**config.mk**
```make
export PLATFORM = sky130hd
export DESIGN_NAME = gcd_driver_flat
export DESIGN_NICKNAME = d
export VERILOG_FILES = /design/src/rtl/gcd_driver_if.sv /design/src/rtl/gcd_driver.sv /design/src/flat_wrapper.sv
export SDC_FILE = /design/constraint.sdc
export NUM_CORES = 1
export LEC_CHECK = 0
export ABC_AREA = 1
export CORE_MARGIN = 3
export CORE_UTILIZATION = 50
export DETAILED_ROUTE_END_ITERATION = 6
export PLACE_DENSITY = 0.7
export SLEW_MARGIN = 20
export SYNTH_ARGS = -nofsm -noshare
export SYNTH_HDL_FRONTEND = slang
export SYNTH_SLANG_ARGS = --single-unit
```
**constraint.sdc**
```tcl
create_clock -name clk -period 3.01 [get_ports clk]
set_input_delay 0.301 -clock clk [delete_from_list [all_inputs] [get_ports clk]]
set_output_delay 0.301 -clock clk [all_outputs]
set_load 0.03 [all_outputs]
```
**src/rtl/gcd_driver_if.sv**
```systemverilog
// Bundle of the host operand port, the GCD core start/done port and the result port.
// The driver uses the master view; the surrounding environment uses the slave view.
interface gcd_driver_if #(
    parameter int WIDTH = 32
);
    logic             in_valid;
    logic             in_ready;
    logic [WIDTH-1:0] in_a;
    logic [WIDTH-1:0] in_b;
    logic             gcd_start;
    logic [WIDTH-1:0] gcd_a;
    logic [WIDTH-1:0] gcd_b;
    logic             gcd_done;
    logic [WIDTH-1:0] gcd_result;
    logic             gcd_error;
    logic             out_valid;
    logic             out_ready;
    logic [WIDTH-1:0] out_result;
    logic             out_error;
    logic             out_timeout;

    modport master (
        input  in_valid, in_a, in_b,
        input  gcd_done, gcd_result, gcd_error,
        input  out_ready,
        output in_ready,
        output gcd_start, gcd_a, gcd_b,
        output out_valid, out_result, out_error, out_timeout
    );

    modport slave (
        output in_valid, in_a, in_b,
        output gcd_done, gcd_result, gcd_error,
        output out_ready,
        input  in_ready,
        input  gcd_start, gcd_a, gcd_b,
        input  out_valid, out_result, out_error, out_timeout
    );
endinterface

```
**src/rtl/gcd_driver.sv**
```systemverilog
// Queues operand pairs and sequences the GCD core's start/done handshake, one job at a time.
// Optional response statistics counters are enabled with the GCD_DRV_STATS_EN macro.
module gcd_driver #(
    parameter int WIDTH   = 32,
    parameter int DEPTH   = 4,
    parameter int TIMEOUT = 1024
) (
    input  logic         clk,
    input  logic         rst,
    gcd_driver_if.master bus,
    output logic         busy
`ifdef GCD_DRV_STATS_EN
    ,
    output logic [15:0]  stat_jobs,
    output logic [15:0]  stat_errors,
    output logic [15:0]  stat_timeouts
`endif
);

    localparam int PTR_W = $clog2(DEPTH);
    localparam int CNT_W = PTR_W + 1;
    localparam int TMR_W = $clog2(TIMEOUT) + 1;

    typedef enum logic [1:0] {
        ST_IDLE  = 2'd0,
        ST_ISSUE = 2'd1,
        ST_WAIT  = 2'd2,
        ST_RESP  = 2'd3
    } state_t;

    state_t             state_r;
    state_t             state_nxt_s;

    logic [2*WIDTH-1:0] mem_r [DEPTH];
    logic [PTR_W-1:0]   wr_ptr_r;
    logic [PTR_W-1:0]   rd_ptr_r;
    logic [CNT_W-1:0]   count_r;
    logic [CNT_W-1:0]   count_nxt_s;
    logic               push_s;
    logic               pop_s;

    logic               done_q_r;
    logic               done_rise_s;
    logic [TMR_W-1:0]   timer_r;
    logic               timeout_hit_s;
    logic               capture_done_s;
    logic               capture_timeout_s;
    logic               accept_s;

    logic               in_ready_r;
    logic               start_r;
    logic [WIDTH-1:0]   a_r;
    logic [WIDTH-1:0]   b_r;
    logic               out_valid_r;
    logic [WIDTH-1:0]   result_r;
    logic               error_r;
    logic               timeout_r;
    logic               busy_r;

    assign bus.in_ready    = in_ready_r;
    assign bus.gcd_start   = start_r;
    assign bus.gcd_a       = a_r;
    assign bus.gcd_b       = b_r;
    assign bus.out_valid   = out_valid_r;
    assign bus.out_result  = result_r;
    assign bus.out_error   = error_r;
    assign bus.out_timeout = timeout_r;
    assign busy            = busy_r;

    // Edge detect on the core's done level and timeout comparison.
    always_comb begin
        done_rise_s   = bus.gcd_done & ~done_q_r;
        timeout_hit_s = (timer_r == TMR_W'(TIMEOUT - 1));
    end

    // FIFO push/pop qualification and next occupancy.
    always_comb begin
        push_s      = bus.in_valid & in_ready_r;
        count_nxt_s = count_r + CNT_W'(push_s) - CNT_W'(pop_s);
    end

    // State register.
    always_ff @(posedge clk or negedge rst) begin
        if (!rst) begin
            state_r <= ST_IDLE;
        end else begin
            state_r <= state_nxt_s;
        end
    end

    // Next-state logic; a done edge outside WAIT is deliberately not looked at.
    always_comb begin
        state_nxt_s = state_r;
        case (state_r)
            ST_IDLE: begin
                if (count_r != CNT_W'(0)) begin
                    state_nxt_s = ST_ISSUE;
                end else begin
                    state_nxt_s = ST_IDLE;
                end
            end
            ST_ISSUE: begin
                state_nxt_s = ST_WAIT;
            end
            ST_WAIT: begin
                if (done_rise_s || timeout_hit_s) begin
                    state_nxt_s = ST_RESP;
                end else begin
                    state_nxt_s = ST_WAIT;
                end
            end
            ST_RESP: begin
                if (bus.out_ready) begin
                    state_nxt_s = ST_IDLE;
                end else begin
                    state_nxt_s = ST_RESP;
                end
            end
            default: begin
                state_nxt_s = ST_IDLE;
            end
        endcase
    end

    // Per-state control strobes; done_rise wins over the timeout in the same cycle.
    always_comb begin
        pop_s             = 1'b0;
        capture_done_s    = 1'b0;
        capture_timeout_s = 1'b0;
        accept_s          = 1'b0;
        case (state_r)
            ST_IDLE: begin
                pop_s = (count_r != CNT_W'(0));
            end
            ST_ISSUE: begin
                pop_s = 1'b0;
            end
            ST_WAIT: begin
                if (done_rise_s) begin
                    capture_done_s = 1'b1;
                end else if (timeout_hit_s) begin
                    capture_timeout_s = 1'b1;
                end else begin
                    capture_done_s = 1'b0;
                end
            end
            ST_RESP: begin
                accept_s = bus.out_ready;
            end
            default: begin
                pop_s = 1'b0;
            end
        endcase
    end

    // Done level history for edge detection.
    always_ff @(posedge clk or negedge rst) begin
        if (!rst) begin
            done_q_r <= 1'b0;
        end else begin
            done_q_r <= bus.gcd_done;
        end
    end

    // Operand FIFO storage.
    always_ff @(posedge clk or negedge rst) begin
        if (!rst) begin
            for (int i = 0; i < DEPTH; i++) begin
                mem_r[i] <= {(2*WIDTH){1'b0}};
            end
        end else if (push_s) begin
            mem_r[wr_ptr_r] <= {bus.in_a, bus.in_b};
        end
    end

    // FIFO pointers and occupancy; pointers wrap naturally since DEPTH is a power of two.
    always_ff @(posedge clk or negedge rst) begin
        if (!rst) begin
            wr_ptr_r <= PTR_W'(0);
            rd_ptr_r <= PTR_W'(0);
            count_r  <= CNT_W'(0);
        end else begin
            if (push_s) begin
                wr_ptr_r <= wr_ptr_r + PTR_W'(1);
            end
            if (pop_s) begin
                rd_ptr_r <= rd_ptr_r + PTR_W'(1);
            end
            count_r <= count_nxt_s;
        end
    end

    // WAIT-state cycle counter, cleared while issuing.
    always_ff @(posedge clk or negedge rst) begin
        if (!rst) begin
            timer_r <= TMR_W'(0);
        end else if (state_r == ST_ISSUE) begin
            timer_r <= TMR_W'(0);
        end else if (state_r == ST_WAIT) begin
            timer_r <= timer_r + TMR_W'(1);
        end
    end

    // Operands to the core change only when a pair is popped.
    always_ff @(posedge clk or negedge rst) begin
        if (!rst) begin
            a_r <= WIDTH'(0);
            b_r <= WIDTH'(0);
        end else if (pop_s) begin
            a_r <= mem_r[rd_ptr_r][2*WIDTH-1:WIDTH];
            b_r <= mem_r[rd_ptr_r][WIDTH-1:0];
        end
    end

    // Status outputs registered from next-cycle state and occupancy.
    always_ff @(posedge clk or negedge rst) begin
        if (!rst) begin
            in_ready_r  <= 1'b1;
            start_r     <= 1'b0;
            out_valid_r <= 1'b0;
            busy_r      <= 1'b0;
        end else begin
            in_ready_r  <= (count_nxt_s != CNT_W'(DEPTH));
            start_r     <= (state_nxt_s == ST_ISSUE);
            out_valid_r <= (state_nxt_s == ST_RESP);
            busy_r      <= (state_nxt_s != ST_IDLE) || (count_nxt_s != CNT_W'(0));
        end
    end

    // Response capture; values hold until the next job completes or times out.
    always_ff @(posedge clk or negedge rst) begin
        if (!rst) begin
            result_r  <= WIDTH'(0);
            error_r   <= 1'b0;
            timeout_r <= 1'b0;
        end else if (capture_done_s) begin
            result_r  <= bus.gcd_result;
            error_r   <= bus.gcd_error;
            timeout_r <= 1'b0;
        end else if (capture_timeout_s) begin
            result_r  <= WIDTH'(0);
            error_r   <= 1'b1;
            timeout_r <= 1'b1;
        end
    end

`ifdef GCD_DRV_STATS_EN
    logic [15:0] jobs_r;
    logic [15:0] errors_r;
    logic [15:0] timeouts_r;

    function automatic logic [15:0] sat_inc(input logic [15:0] v);
        if (v == 16'hFFFF) begin
            return v;
        end else begin
            return v + 16'd1;
        end
    endfunction

    // Saturating counters over accepted responses.
    always_ff @(posedge clk or negedge rst) begin
        if (!rst) begin
            jobs_r     <= 16'd0;
            errors_r   <= 16'd0;
            timeouts_r <= 16'd0;
        end else if (accept_s) begin
            jobs_r <= sat_inc(jobs_r);
            if (timeout_r) begin
                timeouts_r <= sat_inc(timeouts_r);
            end else if (error_r) begin
                errors_r <= sat_inc(errors_r);
            end
        end
    end

    assign stat_jobs     = jobs_r;
    assign stat_errors   = errors_r;
    assign stat_timeouts = timeouts_r;
`else
    logic unused_accept_s;
    assign unused_accept_s = accept_s;
`endif

endmodule

```
**src/flat_wrapper.sv**
```systemverilog
// flat-port wrapper written by rule: the top's interface ports become plain ports
module gcd_driver_flat 
#(
    parameter int WIDTH   = 32,
    parameter int DEPTH   = 4,
    parameter int TIMEOUT = 1024
)
  (clk, rst, busy, bus_in_valid, bus_in_a, bus_in_b, bus_gcd_done, bus_gcd_result, bus_gcd_error, bus_out_ready, bus_in_ready, bus_gcd_start, bus_gcd_a, bus_gcd_b, bus_out_valid, bus_out_result, bus_out_error, bus_out_timeout);
  gcd_driver_if #(.WIDTH(WIDTH)) bus_i ();
  input  logic clk;
  input  logic rst;
  output logic busy;
  input wire logic [$bits(bus_i.in_valid)-1:0] bus_in_valid;
  input wire logic [$bits(bus_i.in_a)-1:0] bus_in_a;
  input wire logic [$bits(bus_i.in_b)-1:0] bus_in_b;
  input wire logic [$bits(bus_i.gcd_done)-1:0] bus_gcd_done;
  input wire logic [$bits(bus_i.gcd_result)-1:0] bus_gcd_result;
  input wire logic [$bits(bus_i.gcd_error)-1:0] bus_gcd_error;
  input wire logic [$bits(bus_i.out_ready)-1:0] bus_out_ready;
  output wire logic [$bits(bus_i.in_ready)-1:0] bus_in_ready;
  output wire logic [$bits(bus_i.gcd_start)-1:0] bus_gcd_start;
  output wire logic [$bits(bus_i.gcd_a)-1:0] bus_gcd_a;
  output wire logic [$bits(bus_i.gcd_b)-1:0] bus_gcd_b;
  output wire logic [$bits(bus_i.out_valid)-1:0] bus_out_valid;
  output wire logic [$bits(bus_i.out_result)-1:0] bus_out_result;
  output wire logic [$bits(bus_i.out_error)-1:0] bus_out_error;
  output wire logic [$bits(bus_i.out_timeout)-1:0] bus_out_timeout;
  assign bus_i.in_valid = bus_in_valid;
  assign bus_i.in_a = bus_in_a;
  assign bus_i.in_b = bus_in_b;
  assign bus_i.gcd_done = bus_gcd_done;
  assign bus_i.gcd_result = bus_gcd_result;
  assign bus_i.gcd_error = bus_gcd_error;
  assign bus_i.out_ready = bus_out_ready;
  assign bus_in_ready = bus_i.in_ready;
  assign bus_gcd_start = bus_i.gcd_start;
  assign bus_gcd_a = bus_i.gcd_a;
  assign bus_gcd_b = bus_i.gcd_b;
  assign bus_out_valid = bus_i.out_valid;
  assign bus_out_result = bus_i.out_result;
  assign bus_out_error = bus_i.out_error;
  assign bus_out_timeout = bus_i.out_timeout;
  gcd_driver #(.WIDTH(WIDTH), .DEPTH(DEPTH), .TIMEOUT(TIMEOUT)) u_core (.clk(clk), .rst(rst), .bus(bus_i), .busy(busy));
endmodule
```
==> run metrics <==
Synth Cell Area=16000 sq um; post_cts resized=0; yosys synthesis warning count=0; Post-synth EDFFs=0; CTS clk-pin slew, worst paths=0.06 ns; largest net degree at the start of global routing=130; io pins=204; Synth Register Bits=379; Die W=185 microns; Seq/Total Area, Yosys=59.3%; slowest CP cell=dfrtp_1; initial core utilization=51.5%; Critical path buffers and inverters=4; Critical Path, Cell by Cell=inv_1 -> ha_1 -> o21ai_4 -> inv_2 -> ha_1 -> inv_1 -> ha_1 -> fa_1 -> xnor2_1 -> inv_1 -> nand2_1 -> nand2_1 -> nor2_1 -> nand2_1; core area=31100 sq um; DP Worst Slack=0.605 ns; syn_nets=1997; CTS root buffer=clkbuf_16; power per cell area=1160 nW/um^2; Post-layout nets=2148; Post-CTS Setup Bufs=0; cts bufs inserted=40; Setup CP Type=reg -> reg; max_slew headroom=42.7%; layout cell share with drive strength beyond 1=4.99%; worst-margin pin slew=0.860 ns; final setup margin=0.667 ns; required time worst endpoint=3.42 ns; vias in the first global route=12900; kind of cell adding the most delay to the critical path=adder cells; Hold Path Class=in -> reg; Worst setup EP type=register; clk_skew=0.0142 ns; status=completed; global route overflow=0; placed wire-length estimate=22.5 mm; hold_buf cts=1; die height=185 microns; vias per inst=5.21; Max clock buf depth=3; fmax=427 MHz; Async SR Flop Fraction=100%; first-pass GRT wire length=64.3 mm; Leak=9.55 nW; Max IR drop VDD=747 uV; Clk Latency, worst-skew pair=0.52 ns; first-pass detailed-route iteration total=5; crit path time final=2.34 ns; Final ANT Viol Nets=0; die footprint=34200 sq um; CTS tree=yes; Hold Vio Cnt, Final=0; Routed WL per cell=15.5 microns; # DRC=0; Detailed Route WL=38.0 mm; Startpoint Class=register; max-slew violations=0; worst path arrival time=2.75 ns; syn_area_per_cell=8.50 sq um; Ant. Diodes=0; RSZ-0062 raised after global routing=no; final setup fails=0; Area Growth Syn to Fin=23.0%; post-synthesis instance total=1882; setup TNS=0 ns; initial antenna violation count=0; H-tree depth=2; ys flop type=dfrtp_1; DRT iter0 DRCs=974; number of port buffers=203; max cap viols=0; Final period util=77.8%; count of cell types in the netlist=29; CP peak stage delay=0.39 ns; GP Congestion=0.743; gr usage total=22.7%; CP Max Fanout=4; CTS Sinks=379; # fillers=2654; DR vias=12800; Rows=64
## synth_stat cells (4+ instances only)
cell type | instances | area share [%]
inv_1 | 95 | 2.2
o21ai_0 | 428 | 13
nand2_1 | 578 | 14
nor2_1 | 217 | 5.1
nand3_1 | 4 | 0.13
buf_4 | 5 | 0.23
o21ai_1 | 26 | 0.81
ha_1 | 12 | 0.94
buf_2 | 33 | 1.0
buf_6 | 5 | 0.35
dfrtp_1 | 378 | 59
a21oi_1 | 8 | 0.25
buf_1 | 5 | 0.12
clkbuf_1 | 71 | 1.7
## state kept, by name, indices dropped and copies added (netlist names)
signal	flops
u_core.busy	1
u_core.bus.in_ready	1
u_core.done_q_r	1
u_core.wr_ptr_r	2
u_core.bus.out_result	32
u_core.bus.gcd_b	32
u_core.bus.gcd_a	32
u_core.count_r	3
u_core.timer_r	11
u_core.bus.out_timeout	1
u_core.rd_ptr_r	2
u_core.bus.out_error	1
u_core.mem_r	256
u_core.bus.gcd_start	1
u_core.bus.out_valid	1
u_core.state_r	2
## metal layers
metal	track usage, %	vias to the layer above	share of wire (%)
li1	-	6294	-
met1	30.9	6141	45
met2	39.0	330	49
met3	3.26	50	4.9
met4	5.28	0	1.6
met5	0	-	0
## layout make-up
cell class	count	area, sq um	area share [%]
well taps	396	495	2.52
clock buffers	59	1170	5.96
clock inverters	13	148	0.750
multi-input cells	1288	5650	28.7
flip-flops and latches	379	9490	48.2
repair buffers	228	2360	12.0
inverters	96	363	1.84
## cells by family after synthesis
logic type	after synthesis	share of synthesized area [%]
adders and majority gates	13	1.06
buffers and inverters	215	5.65
AOI/OAI and AO/OA	465	14.7
xor gates and xnor gates	4	0.219
DFF	379	59.3
and+or+nand+nor	806	19.1
## metrics by stage
step	instances	power (mW)	cell area, sq um	util (%)	hold WS (ns)
2_1_floorplan	1882	14.7	16000	-	0.00541
3_3_place_gp	2386	17.6	18400	59.1	0.333
3_5_place_dp	2386	17.9	18400	59.1	0.337
4_1_cts	2459	23.0	19700	63.4	0.239
5_1_grt	2459	24.6	19700	63.4	0.249
6_report	2459	22.8	19700	63.4	0.256
## placed cells by master, fill, tap and decap left out, types with 2 or more instances in the layout
cell type,Yosys,layout
inv_2,1,2
nand2_4,0,4
ha_1,12,12
nand3_1,4,4
clkbuf_8,0,8
buf_4,5,13
clkbuf_16,0,41
o21ai_1,26,26
dfrtp_1,378,376
a21oi_1,8,8
bufinv_16,0,3
clkinv_2,0,8
nand2_1,578,574
buf_12,0,11
inv_1,95,93
clkdlybuf4s50_1,0,202
clkbuf_1,71,10
dfrtp_4,0,2
o21ai_0,428,428
nor2_1,217,217
xor2_1,3,3
## worst paths after layout
kind                                                       startpoint                                     to  slack (ns)  cells past startpoint
max in group asynchronous                                         rst          u_core.mem_r[201]$_DFFE_PN0P_        1.77                      3
worst max-delay path                      u_core.state_r[0]$_DFF_PN0_                  u_core.busy$_DFF_PN0_        0.67                     14
worst min register to register  u_core.bus.out_result[14]$_DFFE_PN0P_  u_core.bus.out_result[14]$_DFFE_PN0P_        0.47                      2
worst min-delay path                                     bus_gcd_done              u_core.done_q_r$_DFF_PN0_        0.26                      1
worst max register to register            u_core.state_r[0]$_DFF_PN0_                  u_core.busy$_DFF_PN0_        0.67                     14
min in group asynchronous                                         rst          u_core.mem_r[219]$_DFFE_PN0P_        0.34                      2
## power by group
part	switching (mW)	leakage, nW	internal, mW
logic	5.73	4.13	3.36
clock network	1.96	0.657	2.96
registers	1.32	4.76	7.42
total	9.01	9.55	13.7
No activity file was read; power rests on OpenSTA's default activity.
